--- config.mk ---
export PLATFORM = sky130hd
export DESIGN_NAME = edge_bbox_tracker_flat
export DESIGN_NICKNAME = d
export VERILOG_FILES = /design/src/rtl/edge_track_pkg.sv /design/src/rtl/edge_bbox_tracker_if.sv /design/src/rtl/edge_bbox_tracker_video_pos_counter.sv /design/src/rtl/edge_bbox_tracker.sv /design/src/flat_wrapper.sv
export SDC_FILE = /design/constraint.sdc
export NUM_CORES = 1
export LEC_CHECK = 0
export CAP_MARGIN = 20
export CORE_MARGIN = 2
export CORE_UTILIZATION = 46
export CTS_CLUSTER_DIAMETER = 60
export DETAILED_ROUTE_END_ITERATION = 10
export PLACE_DENSITY = 0.72
export SKIP_CTS_REPAIR_TIMING = 1
export SYNTH_ARGS = -nofsm -noshare
export SYNTH_HDL_FRONTEND = slang
export SYNTH_SLANG_ARGS = --single-unit
--- constraint.sdc ---
create_clock -name clk -period 7.8 [get_ports clk]
set_input_delay 1.56 -clock clk [delete_from_list [all_inputs] [get_ports clk]]
set_output_delay 1.56 -clock clk [all_outputs]
set_load 0.03 [all_outputs]
--- src/rtl/edge_track_pkg.sv ---
// Shared widths, FSM encoding and bounding-box record for the edge tracker
// and any other overlay stage that follows the Sobel pipeline.
package edge_track_pkg;

  localparam int DEF_LINE_WIDTH   = 640;
  localparam int DEF_FRAME_HEIGHT = 480;
  localparam int X_W   = $clog2(DEF_LINE_WIDTH);
  localparam int Y_W   = $clog2(DEF_FRAME_HEIGHT);
  localparam int CNT_W = 19;
  localparam int OUT_W = 10;

  typedef enum logic {ARMED, ACCUM} trk_state_e;

  typedef struct packed {
    logic [X_W-1:0] xmin;
    logic [X_W-1:0] xmax;
    logic [Y_W-1:0] ymin;
    logic [Y_W-1:0] ymax;
  } bbox_t;

  // Min fields start at all-ones so the first edge pixel always wins.
  localparam bbox_t BBOX_EMPTY = '{xmin: '1, xmax: '0, ymin: '1, ymax: '0};

  function automatic logic [CNT_W-1:0] cnt_inc_sat(input logic [CNT_W-1:0] c);
    return (&c) ? c : c + CNT_W'(1);
  endfunction

endpackage

--- src/rtl/edge_bbox_tracker_if.sv ---
// Video stream into and out of the bbox tracker: syncs, blank and pixel,
// with the 1-cycle delayed copies on the output side.
interface edge_bbox_tracker_if #(
  parameter int PIXEL_DEPTH = 8
);
  logic                   vs_ni;
  logic                   hs_ni;
  logic                   blank_ni;
  logic [PIXEL_DEPTH-1:0] edge_i;
  logic                   vs_no;
  logic                   hs_no;
  logic                   blank_no;
  logic [PIXEL_DEPTH-1:0] pixel_o;

  modport master (
    output vs_ni, hs_ni, blank_ni, edge_i,
    input  vs_no, hs_no, blank_no, pixel_o
  );

  modport slave (
    input  vs_ni, hs_ni, blank_ni, edge_i,
    output vs_no, hs_no, blank_no, pixel_o
  );
endinterface

--- src/rtl/edge_bbox_tracker_video_pos_counter.sv ---
// Pixel position tracker driven only by vsync/blank; x/y are the coordinates
// of the pixel presented on the current cycle.
module video_pos_counter #(
  parameter int LINE_WIDTH   = 640,
  parameter int FRAME_HEIGHT = 480,
  parameter int XW           = 10,
  parameter int YW           = 9
) (
  input  logic          clk,
  input  logic          rst_n,
  input  logic          vs_ni,
  input  logic          blank_ni,
  output logic [XW-1:0] x_o,
  output logic [YW-1:0] y_o,
  output logic          line_end_o,
  output logic          frame_end_o
);

  logic          vs_d_q, blank_d_q;
  logic [XW-1:0] x_q, x_d;
  logic [YW-1:0] y_q, y_d;

  assign line_end_o  = blank_d_q & ~blank_ni;
  assign frame_end_o = vs_d_q & ~vs_ni;
  assign x_o = x_q;
  assign y_o = y_q;

  always_comb begin
    x_d = '0;
    if (blank_ni)
      x_d = (x_q == XW'(LINE_WIDTH - 1)) ? x_q : x_q + XW'(1);
    y_d = y_q;
    // Frame end wins so a line end on the same cycle cannot leak into y.
    if (frame_end_o)
      y_d = '0;
    else if (line_end_o && (y_q != YW'(FRAME_HEIGHT - 1)))
      y_d = y_q + YW'(1);
  end

  always_ff @(posedge clk or negedge rst_n) begin
    if (!rst_n) begin
      vs_d_q    <= 1'b1;
      blank_d_q <= 1'b0;
      x_q       <= '0;
      y_q       <= '0;
    end else begin
      vs_d_q    <= vs_ni;
      blank_d_q <= blank_ni;
      x_q       <= x_d;
      y_q       <= y_d;
    end
  end

endmodule

--- src/rtl/edge_bbox_tracker.sv ---
// Accumulates the bounding box and count of edge pixels per frame, latches
// them at each vsync fall and optionally borders the video with last frame's box.
module edge_bbox_tracker
  import edge_track_pkg::*;
#(
  parameter int                     LINE_WIDTH   = 640,
  parameter int                     FRAME_HEIGHT = 480,
  parameter int                     PIXEL_DEPTH  = 8,
  parameter int                     EDGE_MIN     = 128,
  parameter int                     MIN_PIXELS   = 64,
  parameter logic [PIXEL_DEPTH-1:0] BOX_COLOR    = PIXEL_DEPTH'(8'h80)
) (
  input  logic              clk,
  input  logic              rst_n,
  edge_bbox_tracker_if.slave vid,
  input  logic              overlay_en,
  output logic [OUT_W-1:0]  bbox_xmin,
  output logic [OUT_W-1:0]  bbox_xmax,
  output logic [OUT_W-1:0]  bbox_ymin,
  output logic [OUT_W-1:0]  bbox_ymax,
  output logic [CNT_W-1:0]  edge_count,
  output logic              bbox_valid,
  output logic              frame_done
);

  logic [X_W-1:0] x;
  logic [Y_W-1:0] y;
  logic           line_end, frame_end;

  video_pos_counter #(
    .LINE_WIDTH  (LINE_WIDTH),
    .FRAME_HEIGHT(FRAME_HEIGHT),
    .XW          (X_W),
    .YW          (Y_W)
  ) u_pos (
    .clk        (clk),
    .rst_n      (rst_n),
    .vs_ni      (vid.vs_ni),
    .blank_ni   (vid.blank_ni),
    .x_o        (x),
    .y_o        (y),
    .line_end_o (line_end),
    .frame_end_o(frame_end)
  );

  trk_state_e       state_q, state_d;
  logic             latch, clr, hit;
  bbox_t            run_q, close_v, box_q;
  logic [CNT_W-1:0] run_cnt_q, close_cnt, count_q;
  logic             valid_q, done_q;

  assign hit = vid.blank_ni && (vid.edge_i >= PIXEL_DEPTH'(EDGE_MIN));

  // Running values including the current pixel; a hit on the vsync-fall
  // cycle therefore lands in the latched result, not the new frame.
  always_comb begin
    close_v   = run_q;
    close_cnt = run_cnt_q;
    if (hit) begin
      if (x < run_q.xmin) close_v.xmin = x;
      if (x > run_q.xmax) close_v.xmax = x;
      if (y < run_q.ymin) close_v.ymin = y;
      if (y > run_q.ymax) close_v.ymax = y;
      close_cnt = cnt_inc_sat(run_cnt_q);
    end
  end

  always_comb begin
    state_d = state_q;
    latch   = 1'b0;
    clr     = 1'b0;
    case (state_q)
      ARMED: if (frame_end) begin
        clr     = 1'b1;
        state_d = ACCUM;
      end
      ACCUM: if (frame_end) begin
        latch = 1'b1;
        clr   = 1'b1;
      end
      default: state_d = ARMED;
    endcase
  end

  always_ff @(posedge clk or negedge rst_n) begin
    if (!rst_n) begin
      state_q   <= ARMED;
      run_q     <= BBOX_EMPTY;
      run_cnt_q <= '0;
    end else begin
      state_q <= state_d;
      if (clr) begin
        run_q     <= BBOX_EMPTY;
        run_cnt_q <= '0;
      end else begin
        run_q     <= close_v;
        run_cnt_q <= close_cnt;
      end
    end
  end

  always_ff @(posedge clk or negedge rst_n) begin
    if (!rst_n) begin
      box_q   <= '0;
      count_q <= '0;
      valid_q <= 1'b0;
      done_q  <= 1'b0;
    end else begin
      done_q <= latch;
      if (latch) begin
        box_q   <= (close_cnt == '0) ? '0 : close_v;
        count_q <= close_cnt;
        valid_q <= (close_cnt >= CNT_W'(MIN_PIXELS));
      end
    end
  end

  logic                   on_col, on_row, border;
  logic [PIXEL_DEPTH-1:0] pix_d, pix_q;
  logic                   vs_q, hs_q, blank_q;

  always_comb begin
    on_col = ((x == box_q.xmin) || (x == box_q.xmax)) &&
             (y >= box_q.ymin) && (y <= box_q.ymax);
    on_row = ((y == box_q.ymin) || (y == box_q.ymax)) &&
             (x >= box_q.xmin) && (x <= box_q.xmax);
    border = valid_q && overlay_en && (on_col || on_row);
    pix_d  = '0;
    if (vid.blank_ni)
      pix_d = border ? BOX_COLOR : vid.edge_i;
  end

  always_ff @(posedge clk or negedge rst_n) begin
    if (!rst_n) begin
      vs_q    <= 1'b1;
      hs_q    <= 1'b1;
      blank_q <= 1'b0;
      pix_q   <= '0;
    end else begin
      vs_q    <= vid.vs_ni;
      hs_q    <= vid.hs_ni;
      blank_q <= vid.blank_ni;
      pix_q   <= pix_d;
    end
  end

  assign vid.vs_no    = vs_q;
  assign vid.hs_no    = hs_q;
  assign vid.blank_no = blank_q;
  assign vid.pixel_o  = pix_q;

  assign bbox_xmin  = OUT_W'(box_q.xmin);
  assign bbox_xmax  = OUT_W'(box_q.xmax);
  assign bbox_ymin  = OUT_W'(box_q.ymin);
  assign bbox_ymax  = OUT_W'(box_q.ymax);
  assign edge_count = count_q;
  assign bbox_valid = valid_q;
  assign frame_done = done_q;

endmodule

--- src/flat_wrapper.sv ---
// flat-port wrapper written by rule: the top's interface ports become plain ports
module edge_bbox_tracker_flat import edge_track_pkg::*;
#(
  parameter int                     LINE_WIDTH   = 640,
  parameter int                     FRAME_HEIGHT = 480,
  parameter int                     PIXEL_DEPTH  = 8,
  parameter int                     EDGE_MIN     = 128,
  parameter int                     MIN_PIXELS   = 64,
  parameter logic [PIXEL_DEPTH-1:0] BOX_COLOR    = PIXEL_DEPTH'(8'h80)
)
  (clk, rst_n, overlay_en, bbox_xmin, bbox_xmax, bbox_ymin, bbox_ymax, edge_count, bbox_valid, frame_done, vid_vs_ni, vid_hs_ni, vid_blank_ni, vid_edge_i, vid_vs_no, vid_hs_no, vid_blank_no, vid_pixel_o);
  edge_bbox_tracker_if #(.PIXEL_DEPTH(PIXEL_DEPTH)) vid_i ();
  input  logic clk;
  input  logic rst_n;
  input  logic overlay_en;
  output logic [OUT_W-1:0] bbox_xmin;
  output logic [OUT_W-1:0] bbox_xmax;
  output logic [OUT_W-1:0] bbox_ymin;
  output logic [OUT_W-1:0] bbox_ymax;
  output logic [CNT_W-1:0] edge_count;
  output logic bbox_valid;
  output logic frame_done;
  input wire logic [$bits(vid_i.vs_ni)-1:0] vid_vs_ni;
  input wire logic [$bits(vid_i.hs_ni)-1:0] vid_hs_ni;
  input wire logic [$bits(vid_i.blank_ni)-1:0] vid_blank_ni;
  input wire logic [$bits(vid_i.edge_i)-1:0] vid_edge_i;
  output wire logic [$bits(vid_i.vs_no)-1:0] vid_vs_no;
  output wire logic [$bits(vid_i.hs_no)-1:0] vid_hs_no;
  output wire logic [$bits(vid_i.blank_no)-1:0] vid_blank_no;
  output wire logic [$bits(vid_i.pixel_o)-1:0] vid_pixel_o;
  assign vid_i.vs_ni = vid_vs_ni;
  assign vid_i.hs_ni = vid_hs_ni;
  assign vid_i.blank_ni = vid_blank_ni;
  assign vid_i.edge_i = vid_edge_i;
  assign vid_vs_no = vid_i.vs_no;
  assign vid_hs_no = vid_i.hs_no;
  assign vid_blank_no = vid_i.blank_no;
  assign vid_pixel_o = vid_i.pixel_o;
  edge_bbox_tracker #(.LINE_WIDTH(LINE_WIDTH), .FRAME_HEIGHT(FRAME_HEIGHT), .PIXEL_DEPTH(PIXEL_DEPTH), .EDGE_MIN(EDGE_MIN), .MIN_PIXELS(MIN_PIXELS), .BOX_COLOR(BOX_COLOR)) u_core (.clk(clk), .rst_n(rst_n), .vid(vid_i), .overlay_en(overlay_en), .bbox_xmin(bbox_xmin), .bbox_xmax(bbox_xmax), .bbox_ymin(bbox_ymin), .bbox_ymax(bbox_ymax), .edge_count(edge_count), .bbox_valid(bbox_valid), .frame_done(frame_done));
endmodule
==> metrics, run 1 <==
dpl hpwl 13200 um; HP Class reg -> reg; die footprint 18900 sq um; crit start category input pin; Worst path max stage delay 0.87 ns; Mean Syn Cell Area 9.64 sq um; Die Y 137 um; kind of critical path in -> reg; CP Capture Type flip-flop; Seq/Total Area, Yosys 0.453; largest area contributor in the netlist dfrtp_1; Routed WL 19100 um; DRT antenna net count 0; outcome finished, final reports clean; Routed WL per cell 16.3 um; Reg clk slew, reported paths 0.06 ns; Die Span X 137 um; vias in the first global route 6216; Clock Tree Buf Depth 2; CTS Sinks 147; FMAX 0.198 GHz; first-pass iteration count of the detailed router 5; Core Region 17400 sq um; CTS Root Cell clkbuf_16; Fin. Hold Viols 0; max cap viols 0; Synth area leaders dfrtp_1 (39%), ha_1 (12%), dfstp_2 (6.7%), nor2_1 (5.3%), mux2i_1 (5.3%); # H-tree levels 4; share of the synthesized area in the top cell type 0.385; I/O Pins 86; clock latency on the worst-skew pair 0.43 ns; Post-synth ARST share 1.00; synth cell count leaders dfrtp_1 (126), nor2_1 (115), ha_1 (77); port bufs 83; Mapped Area 8180 sq um; main flop type after synthesis dfrtp_1; share of cells above drive strength 1 0.0817; Mapped Cells 849; CP Max Fanout 24; CP top delay family simple AND/OR/NAND/NOR gates; worst slew pin tran 1.08 ns; Setup TNS 0 ns; final worst path period share 0.648; post-route setup slack 2.74 ns; crit-path cells clkdlybuf4s50_1 > buf_4 > nand4_1 > or4_4 > o31a_1 > a211oi_2 > nand4_1 > nor4_4 > buf_4 > a211oi_1; pre-CTS setup slack 2.37 ns; Critical Path AT 5.33 ns; most common cell in the netlist dfrtp_1; # DRC 0; pwr dens 241 nW/um^2; Via Count 6368; CTS tree yes; Buf/Inv on CP 3; Num CTS Buffers 17; synthesis-stage register bit count 147; R2R Setup Slk 3.92 ns; peak supply drop 0.178 mV; fin. max-slew vios 0; cell row count 48; number of synthesized flops with an enable pin 0; RSZ-0062 raised after global routing false; overall global routing resource usage 0.215; via density per instance 5.46; antenna violations before repair 0; Worst Path Required 8.07 ns; first-pass GRT wire length 31500 um; nets 1020; Fin Clk Skew 0.00782 ns; LEAKAGE 4.75 nW; max_slew headroom 0.279; GR Overflow Total 0; Tmin final 5.06 ns; layout-stage area growth over the synthesis result 20.7%; largest net degree at the start of global routing 82; Inserted Diodes 0; routability congestion estimate 0.950; Starting Density 0.471; Slowest cell on crit path nor4_4; synth warn 0; DRT iter0 DRCs 466; Unique masters post-synth 61; final setup fails 0
layout by cell type (no fill, tap or decap), types with 3 or more instances in the layout:
master           synthesis  layout
clkdlybuf4s50_1          0      82
dfrtp_1                126     126
and2_1                  10      10
inv_1                   75      75
nand3b_1                 3       3
xor2_1                   9       9
clkinv_4                 0       3
mux2i_1                 43      43
dfstp_2                 21      21
clkinv_2                 0       3
nor2_1                 115     115
o2111ai_1                3       3
a31o_2                   4       4
a21oi_1                 20      20
buf_4                    3       8
and4_1                   3       3
clkinvlp_4               0       3
nor3_1                   8       8
a21o_1                  13      13
ha_1                    77      77
o211ai_1                 7       7
xnor2_1                 13      13
bufinv_16                0       4
nand2b_1                 7       7
clkbuf_16                0      17
or3_1                    3       3
nand2_1                 76      76
a31oi_1                  5       5
nand4_1                 18      18
a211oi_1                41      41
nand3_1                 19      19
o21a_1                   8       8
nor2b_1                  8       7
o21ai_0                 35      35
and3_1                  10      10
area by class of cell:
type	count	area, sq um
Fill cell	1517	7480
Multi-Input combinational cell	594	4070
Sequential cell	147	3700
Timing Repair Buffer	93	908
Clock buffer	19	443
Inverter	76	285
Tap cell	225	282
Clock inverter	13	184
sequential cells by signal, summed over array words and instances (netlist names), 8 cells and up:
signal,flops
u_core.bbox_xmax,10
u_core.bbox_xmin,10
u_core.bbox_ymax,9
u_core.bbox_ymin,9
u_core.edge_count,19
u_core.run_cnt_q,19
u_core.run_q,38
u_core.u_pos.x_o,10
u_core.u_pos.y_o,9
u_core.vid.pixel_o,8
where the power goes:
group / total (mW) / switching [mW] / internal [mW]
registers: 0.930 / 0.0750 / 0.855
clock network: 0.864 / 0.322 / 0.543
logic: 0.588 / 0.343 / 0.245
total: 2.38 / 0.740 / 1.64
kinds of logic (layout without fill, tap and decap cells):
group / count (synthesis) / count (layout) / synth area share
adder cells (fa/ha/maj): 77 / 77 / 0.118
buffers and inverters: 109 / 201 / 0.0537
AND/OR/NAND/NOR: 293 / 293 / 0.169
flip-flops: 147 / 147 / 0.453
XOR/XNOR: 22 / 22 / 0.0235
AO/OA/AOI/OAI: 157 / 157 / 0.131
other: 1 / 2 / 0.000458
multiplexers: 43 / 43 / 0.0526
per-stage QoR:
step	utilization	instances	instance area (sq um)	hold slack, ns	power (mW)
floorplan	-	850	8190	0.435	1.30
global placement	0.532	1133	9240	0.449	1.51
detailed placement	0.533	1135	9250	0.452	1.53
CTS	0.569	1167	9880	0.470	2.40
global route	0.569	1167	9880	0.479	2.51
finish	0.569	1167	9880	0.474	2.38
worst paths after layout:
check	endpoint	start	cells past startpoint
max in group asynchronous	u_core.bbox_ymin[2]$_DFFE_PN0P_	rst_n	2
worst max register to register	u_core.bbox_ymax[4]$_DFFE_PN0P_	u_core.run_cnt_q[0]$_DFF_PN0_	9
min in group asynchronous	u_core.bbox_xmin[5]$_DFFE_PN0P_	rst_n	1
worst min register to register	u_core.edge_count[3]$_DFFE_PN0P_	u_core.edge_count[3]$_DFFE_PN0P_	2
worst min-delay path	u_core.edge_count[3]$_DFFE_PN0P_	u_core.edge_count[3]$_DFFE_PN0P_	2
worst max-delay path	u_core.bbox_ymax[4]$_DFFE_PN0P_	vid_blank_ni	10
worst register-to-register path: stages, from the launching register on:
cell and delay, ns:
dfrtp_1 0.41, ha_1 0.27, nand4_1 0.34, or4_4 0.55
o31a_1 0.32, a211oi_2 0.20, nand4_1 0.19, nor4_4 0.87
buf_4 0.45, a211oi_1 0.11
per-layer routing:
| layer | global-route usage | vias to the layer above | share of wire |
|---|---|---|---|
| met5 | 0 | - | 0 |
| met4 | 0.0882 | 0 | 0.023 |
| met3 | 0.0390 | 38 | 0.039 |
| met2 | 0.345 | 158 | 0.47 |
| met1 | 0.288 | 3056 | 0.46 |
| li1 | - | 3116 | - |
Note: power is estimated with default switching activity, not from simulation.
==> run 2, diff against run 1 <==
PLACE_DENSITY = 0.75   (was 0.72)
clock period = 4.33 ns   (was 7.8 ns; I/O delays follow)
==> metrics, run 2 (same netlist as run 1, synthesis figures left out) <==
HP Class in -> async; nets 1025 (+0.49%); Combinational Power Share 0.257 (+0.010); Filler Cell Count 1509 (-0.53%); multi-input logic area 4070 sq um (unchanged); commonest cells after routing, fill and taps aside dfrtp_1 (126), nor2_1 (115), clkdlybuf4s50_1 (82); Net Switching 1.30 mW (+76%); DRT iter0 DRCs 410 (-12%); I/O Pins 86 (unchanged); clock latency on the worst-skew pair 0.43 ns (about the same); routability congestion estimate 0.899 (-5.3%); internal power 2.82 mW (+72%); Routed WL per cell 16.4 um (+0.41%); Reg power frac 0.406 (+0.016); R2R depth 8 (-1); Worst Path Required 4.61 ns (-3.46 ns); CTS Sinks 147 (unchanged); CP Capture Type flip-flop; Routed WL 19200 um (+0.84%); # DRC 0 (unchanged); Clock Tree Buf Depth 2 (unchanged); final worst path period share 0.849; antenna violations before repair 0 (unchanged); die footprint 18900 sq um (unchanged); overall global routing resource usage 0.218 (+0.00309); CP endpoint u_core.bbox_xmin[8]$_DFFE_PN0P_; CTS tree yes; Sw Ratio 0.316 (+0.00524); Tmin final 3.68 ns; FMAX 0.272 GHz; R2R Setup Slk 1.19 ns (-2.73 ns); Fin Clk Skew 0.0101 ns (+0.00226 ns); fin. max-slew vios 0 (unchanged); Fin. Hold Viols 0 (unchanged); Setup TNS 0 ns (unchanged); dpl hpwl 13500 um (+1.8%); via density per instance 5.50 (+0.78%); max cap viols 0 (unchanged); Worst R2R End u_core.bbox_xmin[8]$_DFFE_PN0P_; pwr dens 418 nW/um^2 (+73%); share of cells above drive strength 1 0.0803 (-0.00149); LEAKAGE 4.75 nW (about the same); largest net degree at the start of global routing 112 (+37%); Inserted Diodes 0 (unchanged); Critical path origin vid_blank_ni; Via Count 6445 (+1.2%); RSZ-0062 raised after global routing false; peak supply drop 0.301 mV (+69%); Die Span X 137 um (unchanged); GR Overflow Total 0 (unchanged); final instance area 9860 sq um (-0.20%); Die Y 137 um (unchanged); kind of critical path in -> reg; Cell Area, Placed 9280 sq um (+0.35%); Biggest register u_core.run_q; max reg flops 38 (unchanged); first-pass iteration count of the detailed router 5 (unchanged); worst slew pin tran 0.973 ns (-0.108 ns); storage element area 3700 sq um (unchanged); # H-tree levels 4 (unchanged); Critical Path AT 3.95 ns (-1.38 ns); DRT antenna net count 0 (unchanged); R2R Path Start u_core.run_cnt_q[3]$_DFF_PN0_; final setup fails 0 (unchanged); CTS Root Cell clkbuf_16; vias in the first global route 6381 (+2.7%); cell row count 48 (unchanged); Core Region 17400 sq um (unchanged); Starting Density 0.471 (unchanged); first-pass GRT wire length 32100 um (+1.8%); outcome finished, final reports clean; max_slew headroom 0.347 (+0.0677); clock power share 0.337 (-0.026); crit start category input pin; layout-stage area growth over the synthesis result 20.5%; Reg clk slew, reported paths 0.06 ns (about the same); Num CTS Buffers 17 (unchanged); commonest non-fill, non-tap cell in the layout dfrtp_1; Pwr Total 4.12 mW (+73%); port bufs 83 (unchanged); CP Max Fanout 38 (+58%)
[run 2: area by class of cell]
cell class / count / area share
inverter: 76 / 0.0289
clock buffer: 27 / 0.0500
tap: 225 / 0.0286
timing repair buffer: 98 / 0.0982
clock inverter: 5 / 0.00546
sequential: 147 / 0.376
multi-input combinational: 594 / 0.413
[run 2: worst min path at each step]
stage | to | slack [ns] | cells past startpoint
floorplan | u_core.state_q$_DFF_PN0_ | 0.43 | 1
finish | u_core.run_q[25]$_DFF_PN0_ | 0.30 | 1
global route | u_core.bbox_xmax[6]$_DFFE_PN0P_ | 0.30 | 1
global placement | u_core.state_q$_DFF_PN0_ | 0.45 | 1
CTS | u_core.state_q$_DFF_PN0_ | 0.48 | 1
detailed placement | u_core.state_q$_DFF_PN0_ | 0.47 | 1
[run 2: worst max-delay path, stage by stage]
cell,delay (ns)
clkdlybuf4s50_1,0.61
nand2_1,0.29
nor4_2,0.66
o211ai_1,0.23
o211ai_1,0.23
o211ai_1,0.19
nor4_4,0.28
buf_4,0.46
a211oi_1,0.11
[run 2: power by group through the flow]
stage          combinational, mW  clock, mW  sequential (mW)
3_3_place_gp                1.03          0             1.69
3_5_place_dp                1.06          0             1.70
6_report                    1.06       1.39             1.67
5_1_grt                     1.18       1.46             1.70
2_1_floorplan              0.478          0             1.87
4_1_cts                     1.07       1.40             1.68
[run 2: per-layer routing]
metal	track usage	up-vias	part of all wire
met5	0	-	0
met1	0.294	3130	0.47
met3	0.0430	29	0.035
li1	-	3137	-
met4	0.0767	0	0.020
met2	0.350	149	0.48
[run 2: metrics by stage]
stage	hold WS (ns)	util	worst slack (ns)	instances
after floorplan	0.435	-	1.32	850
after global placement	0.450	0.534	0.366	1138
after detailed placement	0.468	0.535	0.228	1139
after CTS	0.483	0.566	0.689	1171
after global routing	0.300	0.568	0.412	1172
final	0.297	0.568	0.654	1172
